==> src/rtl/bin2bcd_seq.sv <==
// Sequential binary-to-BCD converter (shift-and-add-3), one input bit per clock.
// Define BIN2BCD_SAT_EN to force bcd to all nines whenever the value overflows DIGITS.
module bin2bcd_seq #(
  parameter int BIN_W  = 14,
  parameter int DIGITS = 4
) (
  input  logic                clk,
  input  logic                rst_n,
  input  logic                start,
  input  logic [BIN_W-1:0]    bin,
  output logic                busy,
  output logic                done,
  output logic [4*DIGITS-1:0] bcd,
  output logic                overflow
);

  localparam int CNT_W = $clog2(BIN_W + 1);
  localparam int BCD_W = 4 * DIGITS;

  typedef enum logic {
    IDLE  = 1'b0,
    SHIFT = 1'b1
  } state_t;

  state_t             state_q, state_d;
  logic [CNT_W-1:0]   cnt_q, cnt_d;
  logic               busy_q, busy_d;
  logic               done_q, done_d;
  logic [BCD_W-1:0]   bcd_q, bcd_d;
  logic               ovf_q, ovf_d;

  logic [BIN_W-1:0]   sh_q, sh_d;
  logic [BCD_W-1:0]   scr_q, scr_d;
  logic               sticky_q, sticky_d;

  logic [BCD_W-1:0]   scr_corr;
  logic [BCD_W-1:0]   scr_nx;
  logic [BIN_W-1:0]   sh_nx;
  logic               carry_out;
  logic               sticky_nx;
  logic               last_iter;

  // Digits above 9 never occur in a legal scratch register, so their mapping is left open.
  function automatic logic [3:0] add3(input logic [3:0] d);
    logic [3:0] r;
    if (d <= 4'd4)      r = d;
    else if (d <= 4'd9) r = d + 4'd3;
    else                r = 'x;
    return r;
  endfunction

`ifdef BIN2BCD_SAT_EN
  function automatic logic [BCD_W-1:0] saturate(input logic [BCD_W-1:0] v, input logic ovf);
    return ovf ? {DIGITS{4'h9}} : v;
  endfunction
`endif

  always_comb begin
    scr_corr = '0;
    for (int i = 0; i < DIGITS; i++) begin
      scr_corr[4*i +: 4] = add3(scr_q[4*i +: 4]);
    end
  end

  // The bit leaving the top digit means the running value reached 10^DIGITS.
  assign carry_out = scr_corr[BCD_W-1];
  assign scr_nx    = {scr_corr[BCD_W-2:0], sh_q[BIN_W-1]};
  assign sh_nx     = sh_q << 1;
  assign sticky_nx = sticky_q | carry_out;
  assign last_iter = (cnt_q == CNT_W'(BIN_W - 1));

  always_comb begin
    state_d  = state_q;
    cnt_d    = cnt_q;
    busy_d   = 1'b0;
    done_d   = 1'b0;
    bcd_d    = bcd_q;
    ovf_d    = ovf_q;
    sh_d     = sh_q;
    scr_d    = scr_q;
    sticky_d = sticky_q;
    case (state_q)
      IDLE: begin
        if (start) begin
          state_d  = SHIFT;
          cnt_d    = '0;
          busy_d   = 1'b1;
          sh_d     = bin;
          scr_d    = '0;
          sticky_d = 1'b0;
        end
      end
      SHIFT: begin
        cnt_d    = cnt_q + CNT_W'(1);
        busy_d   = 1'b1;
        sh_d     = sh_nx;
        scr_d    = scr_nx;
        sticky_d = sticky_nx;
        if (last_iter) begin
          state_d = IDLE;
          busy_d  = 1'b0;
          done_d  = 1'b1;
          ovf_d   = sticky_nx;
`ifdef BIN2BCD_SAT_EN
          bcd_d   = saturate(scr_nx, sticky_nx);
`else
          bcd_d   = scr_nx;
`endif
        end
      end
      default: begin
        state_d = IDLE;
      end
    endcase
  end

  // Control and visible outputs: reset to a clean idle state.
  always_ff @(posedge clk or negedge rst_n) begin
    if (!rst_n) begin
      state_q <= IDLE;
      cnt_q   <= '0;
      busy_q  <= 1'b0;
      done_q  <= 1'b0;
      bcd_q   <= '0;
      ovf_q   <= 1'b0;
    end else begin
      state_q <= state_d;
      cnt_q   <= cnt_d;
      busy_q  <= busy_d;
      done_q  <= done_d;
      bcd_q   <= bcd_d;
      ovf_q   <= ovf_d;
    end
  end

  // Working datapath: always reloaded on acceptance, so no reset needed.
  always_ff @(posedge clk) begin
    sh_q     <= sh_d;
    scr_q    <= scr_d;
    sticky_q <= sticky_d;
  end

  assign busy     = busy_q;
  assign done     = done_q;
  assign bcd      = bcd_q;
  assign overflow = ovf_q;

endmodule
==> config.mk <==
export PLATFORM = sky130hd
export DESIGN_NAME = bin2bcd_seq
export DESIGN_NICKNAME = d
export VERILOG_FILES = /design/src/rtl/bin2bcd_seq.sv
export SDC_FILE = /design/constraint.sdc
export NUM_CORES = 1
export LEC_CHECK = 0
export ABC_AREA = 1
export CORE_MARGIN = 2
export CORE_UTILIZATION = 40
export DETAILED_ROUTE_END_ITERATION = 10
export DONT_BUFFER_PORTS = 1
export PLACE_DENSITY = 0.56
export SETUP_SLACK_MARGIN = 0.2
export SKIP_CTS_REPAIR_TIMING = 1
export SLEW_MARGIN = 20
export SYNTH_ARGS = -nofsm -noshare
export SYNTH_HDL_FRONTEND = slang
export SYNTH_SLANG_ARGS = --single-unit
export TNS_END_PERCENT = 10
==> constraint.sdc <==
create_clock -name clk -period 1.9 [get_ports clk]
set_input_delay 0.095 -clock clk [delete_from_list [all_inputs] [get_ports clk]]
set_output_delay 0.095 -clock clk [all_outputs]
set_load 0.01 [all_outputs]
==> flow_summary.toml, run 1 <==
[timing]
rsz0062_at_grt = "no"
skew_ns = 0.00981
fin_setup_tns_ns = 0
layout_min_cycle_time_ns = 1.44
hold_viol_final = 2
period_share_pct = 75.9
maxSlewHeadroom_pct = 79.2
clock.fmax_mhz = 694
holdWs_ns = -0.0215
setup_viol = 0
drv_slew = 0
tightest_slew_ns = 0.311
layout_setup_ws_ns = 0.459

[clocking]
clkTransAtPathRegs_ns = 0.10
cts_root_buf = "clkbuf_8"
clockBufferDepth = 2
cts_htree_levels = 2
clkLatencyLatePin_ns = 0.31
numCtsBuffers = 5
numClockSinks = 54
cts_tree = "yes"

[global_route]
met3_usage_pct = 4.13
grt_busiest_layer = "met2"
grt_pass1_vias = 1655
overflow = 0
grt_start_max_net_pins = 28
met2_usage_pct = 21.8
track_usage_pct = 13.9
grt_pass1_wl_mm = 7.90
grt_antenna_before_repair = 0
use_met1_pct = 18.6

[setup_path]
ff2ff_setup_slack_ns = 0.46
endpoint_kind = "flop"
arrival_ns = 1.51
worstRegToRegCells = 7
regToRegStartpoint = "scr_q[12]$_SDFFCE_PN0P_"
r2r-end = "scr_q[14]$_SDFFCE_PN0P_"
path_max_fanout = 5
cp-start-kind = "flop"
worstSetupPathType = "reg -> reg"
cp.required_ns = 1.97

[route]
wl_mm = 4.76
drtIter0Drc = 105
vias = 1820
wire_per_inst_um = 12.5
ant_nets = 0
drc = 0
drt-pass1-iter-count = 4
vias_per_cell = 4.79

[hold_path]
worst_hold_path.num_cells = 2
worstHoldStart = "bin[0]"
hold_end = "sh_q[0]$_SDFFCE_PP0P_"
min_path_type = "in -> reg"

[place]
dpl.cell_count = 357
hpwl_mm = 3.13
io_buffers = 0
place_area_um2 = 2680
routabilityCongestion = 0.778
pre_cts_ws_ns = 0.488

[finish]
final_common_cell = "nand2_1"
fin_util_pct = 46.3
layout_common_cells = "nand2_1, edfxtp_1, inv_1"
final_cells = 380
nFillCells = 627
nets = 329
area_growth_pct = 12.7
diodes = 0
drive_gt1_share_pct = 6.60
finalInstanceArea_um2 = 2920

[power]
ir_worst_vdd_mv = 0.822
clockPowerShare_pct = 12.3
power-per-cell-area_nw_per_um2 = 1800
switching_power_mw = 2.19
p_comb_share_pct = 41.5
p_int_mw = 3.06
finalPower_mw = 5.25
leakage_nw = 1.43
power_frac_seq_pct = 46.2
switching_share_pct = 41.7

[yosys]
synth_area_per_cell_um2 = 9.20
syn-num-nets = 309
yosysWarnings = 0
netlist_area_um2 = 2590
synthCells = 282
ys_seq_area_share_pct = 58.1
synthDistinctLibCells = 24
synth-seq-cells = 54

[outcome]
violations = "hold timing"
status = "complete, but fails checks"

[floorplan]
die_y_um = 84.5
core_um2 = 6310
ioPinCount = 36
die_width_um = 84.5
initial_utilization_pct = 41.1
die_area_um2 = 7140
std_cell_rows = 29

[run]
maxCapViolations = 0
-- synthesized netlist by cell type (all sizes together) --
| cell | instances | area (µm²) |
|---|---|---|
| o211ai | 1 | 7.51 |
| clkbuf | 1 | 3.75 |
| ha | 10 | 125 |
| o22ai | 1 | 6.26 |
| a21oi | 8 | 40.0 |
| xnor2 | 4 | 35.0 |
| nand3 | 17 | 85.1 |
| o21ai | 14 | 81.3 |
| dfrtp | 23 | 576 |
| nor2 | 17 | 80.1 |
| inv | 25 | 98.9 |
| clkinv | 1 | 3.75 |
| nand2 | 123 | 472 |
| buf | 6 | 48.8 |
| edfxtp | 31 | 931 |
-- sequential cells by signal (all words and copies together) (netlist names) --
name      cells
bcd          16
busy          1
done          1
sh_q         14
cnt_q         4
sticky_q      1
overflow      1
scr_q        16
-- area by class of cell --
type / instances / area [µm²] / area share [%]
Sequential cell: 54 / 1510 / 51.5
Timing Repair Buffer: 20 / 198 / 6.76
Multi-Input combinational cell: 195 / 932 / 31.9
Clock inverter: 3 / 20.0 / 0.685
Clock buffer: 5 / 68.8 / 2.35
Inverter: 26 / 103 / 3.51
Tap cell: 77 / 96.3 / 3.29
-- kinds of logic after synthesis --
| logic type | after synthesis | share of synthesized area [%] |
|---|---|---|
| AOI/OAI and AO/OA | 24 | 5.21 |
| buffers and inverters | 33 | 5.98 |
| DFF | 54 | 58.1 |
| and+or+nand+nor | 157 | 24.6 |
| xor gates and xnor gates | 4 | 1.35 |
| adders and majority gates | 10 | 4.82 |
-- routing by layer --
metal | part of all wire, % | up-vias
met5 | 0 | -
met4 | 1.2 | 0
met3 | 5.1 | 7
met2 | 46 | 42
met1 | 48 | 822
li1 | - | 949
-- worst max path at each step --
stage / slack, ns / from / endpoint
after floorplan: 0.24 / busy$_DFF_PN0_ / scr_q[0]$_SDFFCE_PN0P_
after global placement: 0.49 / scr_q[4]$_SDFFCE_PN0P_ / scr_q[6]$_SDFFCE_PN0P_
after detailed placement: 0.49 / scr_q[12]$_SDFFCE_PN0P_ / scr_q[14]$_SDFFCE_PN0P_
after CTS: 0.47 / scr_q[12]$_SDFFCE_PN0P_ / scr_q[14]$_SDFFCE_PN0P_
after global routing: 0.31 / scr_q[12]$_SDFFCE_PN0P_ / scr_q[14]$_SDFFCE_PN0P_
final: 0.46 / scr_q[12]$_SDFFCE_PN0P_ / scr_q[14]$_SDFFCE_PN0P_
-- worst max-delay path: stages (launching register included) --
cell and delay [ns]:
edfxtp_1 0.40, inv_1 0.13, ha_1 0.21, inv_1 0.05
nand2_1 0.07, nand2_1 0.12, o21ai_0 0.17, nor2_1 0.06
-- power by group through the flow --
stage / sequential [mW] / combinational, mW / clock (mW)
after floorplan: 2.36 / 1.78 / 0
after CTS: 2.43 / 2.18 / 0.663
after detailed placement: 2.45 / 2.17 / 0
after global placement: 2.44 / 2.13 / 0
after global routing: 2.51 / 2.58 / 0.702
final: 2.43 / 2.18 / 0.643
(Power assumes the default switching activity.)
==> run 2: changes to the inputs <==
--- a/config.mk
+++ b/config.mk
@@ -10,7 +10,7 @@
 export CORE_UTILIZATION = 40
 export DETAILED_ROUTE_END_ITERATION = 10
 export DONT_BUFFER_PORTS = 1
-export PLACE_DENSITY = 0.56
+export PLACE_DENSITY = 0.58
 export SETUP_SLACK_MARGIN = 0.2
 export SKIP_CTS_REPAIR_TIMING = 1
 export SLEW_MARGIN = 20
==> constraint.sdc (replaced) <==
create_clock -name clk -period 1.32 [get_ports clk]
set_input_delay 0.066 -clock clk [delete_from_list [all_inputs] [get_ports clk]]
set_output_delay 0.066 -clock clk [all_outputs]
set_load 0.01 [all_outputs]
==> flow_summary.toml, run 2 (synthesized netlist as in run 1, its figures left out) <==
[clocking]
cts_root_buf = "clkbuf_8"
clkTransAtPathRegs_ns = 0.10
numClockSinks = 54
cts_htree_levels = 2
cts_tree = "yes"
clockBufferDepth = 2
clkLatencyLatePin_ns = 0.30
numCtsBuffers = 5

[route]
ant_nets = 0
wire_per_inst_um = 13.4
wl_mm = 5.43
drtIter0Drc = 119
vias_per_cell = 4.78
vias = 1940
drc = 0
drt-pass1-iter-count = 4

[place]
dpl.cell_count = 379
hpwl_mm = 3.52
routabilityCongestion = 0.825
io_buffers = 0

[finish]
layout_common_cells = "nand2_1, edfxtp_1, buf_4"
fin_util_pct = 52.7
final_common_cell = "nand2_1"
nets = 355
diodes = 0
area_growth_pct = 28.2
final_cells = 406
drive_gt1_share_pct = 26.7

[floorplan]
std_cell_rows = 29
core_um2 = 6310
die_area_um2 = 7140
initial_utilization_pct = 41.1
ioPinCount = 36
die_width_um = 84.5
die_y_um = 84.5

[power]
power-per-cell-area_nw_per_um2 = 2770
leakage_nw = 1.57
ir_worst_vdd_mv = 1.29

[timing]
drv_slew = 0
rsz0062_at_grt = "yes"
maxSlewHeadroom_pct = 81.4
layout_min_cycle_time_ns = 1.38
clock.fmax_mhz = 726
hold_viol_final = 0
setup_viol = 3
tightest_slew_ns = 0.279
skew_ns = 0.00651
period_share_pct = 104
layout_setup_ws_ns = -0.0569
holdWs_ns = 0.0209

[global_route]
overflow = 0
grt_pass1_vias = 1846
grt_antenna_before_repair = 0
grt_start_max_net_pins = 28
track_usage_pct = 14.9
grt_pass1_wl_mm = 8.51

[setup_path]
path_max_fanout = 2
ff2ff_setup_slack_ns = -0.06
endpoint_kind = "flop"
cp.required_ns = 1.39
worstSetupPathType = "reg -> reg"
arrival_ns = 1.44
cp-start-kind = "flop"

[outcome]
violations = "setup timing"
status = "complete, but fails checks"

[hold_path]
min_path_type = "in -> reg"

[run]
maxCapViolations = 0
run 2: per-layer routing:
metal  part of all wire (%)  vias up  GRT usage (%)
met1                     44      902           19.0
met5                      0        -              0
met4                    1.3        0           4.33
li1                       -      993              -
met2                     51       36           25.1
met3                    4.2        9           3.93
run 2: report_power, final:
group / switching [mW] / internal (mW) / total [mW]
clock network: 0.549 / 0.567 / 1.12
logic: 2.55 / 2.00 / 4.55
registers: 0.661 / 2.89 / 3.55
total: 3.76 / 5.46 / 9.22
run 2: final timing paths:
| check | cells after the start | startpoint | endpoint |
|---|---|---|---|
| worst max-delay path | 7 | scr_q[8]$_SDFFCE_PN0P_ | scr_q[10]$_SDFFCE_PN0P_ |
| worst min-delay path | 5 | start | cnt_q[3]$_DFFE_PN0P_ |
| worst max register to register | 7 | scr_q[8]$_SDFFCE_PN0P_ | scr_q[10]$_SDFFCE_PN0P_ |
| worst min register to register | 2 | sh_q[13]$_DFFE_PP_ | bcd[0]$_DFFE_PN0P_ |
| max in group asynchronous | 2 | rst_n | cnt_q[2]$_DFFE_PN0P_ |
| min in group asynchronous | 2 | rst_n | bcd[5]$_DFFE_PN0P_ |
run 2: worst max-delay path: stages (launching register included):
cell      delay (ns)
edfxtp_1        0.42
inv_2           0.11
ha_4            0.14
inv_2           0.04
a21oi_2         0.19
nand2_1         0.10
nand2_2         0.09
nor2_1          0.05
run 2: cell type report:
class                           count  area (µm²)
Fill cell                         583        2990
Sequential cell                    54        1510
Multi-Input combinational cell    195        1090
Timing Repair Buffer               46         407
Inverter                           26         111
Tap cell                           77        96.3
Clock buffer                        6        72.6
Clock inverter                      2        37.5
run 2: stage by stage:
stage	power (mW)	area, µm²	TNS, ns	setup WS, ns
floorplan	5.98	2610	-6.19	-0.196
global placement	7.16	2850	0	0.00814
detailed placement	7.30	2850	-0.250	-0.0923
CTS	8.44	2960	-0.424	-0.115
global route	10.0	3320	-1.25	-0.115
finish	9.22	3320	-0.135	-0.0569
==> run 3: changes to the inputs <==
--- a/config.mk
+++ b/config.mk
@@ -11,8 +11,10 @@
 export DETAILED_ROUTE_END_ITERATION = 10
 export DONT_BUFFER_PORTS = 1
 export PLACE_DENSITY = 0.58
+export RECOVER_POWER = 25
 export SETUP_SLACK_MARGIN = 0.2
 export SKIP_CTS_REPAIR_TIMING = 1
+export SKIP_LAST_GASP = 1
 export SLEW_MARGIN = 20
 export SYNTH_ARGS = -nofsm -noshare
 export SYNTH_HDL_FRONTEND = slang
==> flow_summary.toml, run 3 (synthesized netlist as in run 1, its figures left out) <==
[power]
switching_share_pct = 40.7
power_frac_seq_pct = 38.7
clockPowerShare_pct = 12.2
finalPower_mw = 9.17
leakage_nw = 1.56
switching_power_mw = 3.73
p_comb_share_pct = 49.0
power-per-cell-area_nw_per_um2 = 2780
p_int_mw = 5.44
ir_worst_vdd_mv = 1.29

[clocking]
clkTransAtPathRegs_ns = 0.10
cts_htree_levels = 2
clockBufferDepth = 2
cts_root_buf = "clkbuf_8"
numCtsBuffers = 5
cts_tree = "yes"
numClockSinks = 54
clkLatencyLatePin_ns = 0.30

[run]
maxCapViolations = 0

[route]
wl_mm = 5.41
drt-pass1-iter-count = 4
wire_per_inst_um = 13.3
drtIter0Drc = 129
vias = 1945
vias_per_cell = 4.79
drc = 0
ant_nets = 0

[finish]
final_common_cell = "nand2_1"
area_growth_pct = 27.0
final_cells = 406
nets = 355
layout_common_cells = "nand2_1, edfxtp_1, buf_4"
drive_gt1_share_pct = 25.5
diodes = 0
finalInstanceArea_um2 = 3290
fin_util_pct = 52.2

[timing]
setup_viol = 3
layout_min_cycle_time_ns = 1.37
tightest_slew_ns = 0.612
drv_slew = 0
layout_setup_ws_ns = -0.0513
rsz0062_at_grt = "yes"
fin_setup_tns_ns = -0.123
maxSlewHeadroom_pct = 59.2
skew_ns = 0.00653
period_share_pct = 104
hold_viol_final = 0
clock.fmax_mhz = 729
holdWs_ns = 0.0212

[floorplan]
initial_utilization_pct = 41.1
ioPinCount = 36
die_y_um = 84.5
std_cell_rows = 29
die_area_um2 = 7140
die_width_um = 84.5
core_um2 = 6310

[place]
place_area_um2 = 2850
routabilityCongestion = 0.825
io_buffers = 0
dpl.cell_count = 379
hpwl_mm = 3.52
pre_cts_ws_ns = -0.0923

[setup_path]
critPathLaunch = "scr_q[8]$_SDFFCE_PN0P_"
ff2ff_setup_slack_ns = -0.05
cp-start-kind = "flop"
worstSetupPathType = "reg -> reg"
cp.required_ns = 1.39
endpoint_kind = "flop"
path_max_fanout = 2
regToRegStartpoint = "scr_q[8]$_SDFFCE_PN0P_"
worstRegToRegCells = 7
arrival_ns = 1.44
r2r-end = "scr_q[10]$_SDFFCE_PN0P_"
crit_end = "scr_q[10]$_SDFFCE_PN0P_"

[global_route]
grt_pass1_vias = 1846
track_usage_pct = 14.9
grt_antenna_before_repair = 0
grt_start_max_net_pins = 28
grt_pass1_wl_mm = 8.51
overflow = 0

[outcome]
status = "complete, but fails checks"
violations = "setup timing"

[hold_path]
min_path_type = "in -> reg"
run 3: worst min path at each step:
stage                from              endpoint  slack [ns]  cells past startpoint
floorplan           rst_n    bcd[0]$_DFFE_PN0P_       -0.23                      0
global placement    rst_n    bcd[5]$_DFFE_PN0P_       -0.23                      0
detailed placement  rst_n    bcd[5]$_DFFE_PN0P_       -0.23                      0
CTS                 rst_n        busy$_DFF_PN0_       -0.57                      0
global route        start        busy$_DFF_PN0_        0.05                      3
finish              start  cnt_q[3]$_DFFE_PN0P_        0.02                      5
run 3: final cells by class:
class	count	area, µm²
clock buffers	6	72.6
clock inverters	2	37.5
fillers	580	3020
inverters	26	111
multi-input cells	195	1080
flip-flops and latches	54	1510
well taps	77	96.3
repair buffers	46	392
run 3: per-layer routing:
metal | routed length [µm] | GRT usage, %
met4 | 73 | 4.33
met1 | 2380 | 19.0
met3 | 244 | 3.93
met2 | 2710 | 25.1
met5 | 0 | 0
run 3: power by group through the flow:
stage	clock (mW)	combinational (mW)	sequential (mW)
2_1_floorplan	0	2.59	3.39
4_1_cts	1.15	3.78	3.50
3_3_place_gp	0	3.66	3.51
5_1_grt	1.21	5.10	3.65
6_report	1.12	4.49	3.55
3_5_place_dp	0	3.77	3.53
run 3: worst max-delay path, stage by stage, from the launching register on:
cell and delay (ns):
edfxtp_1 0.43, inv_2 0.11, ha_4 0.14, inv_2 0.04
a21oi_2 0.19, nand2_1 0.10, nand2_2 0.09, nor2_1 0.04
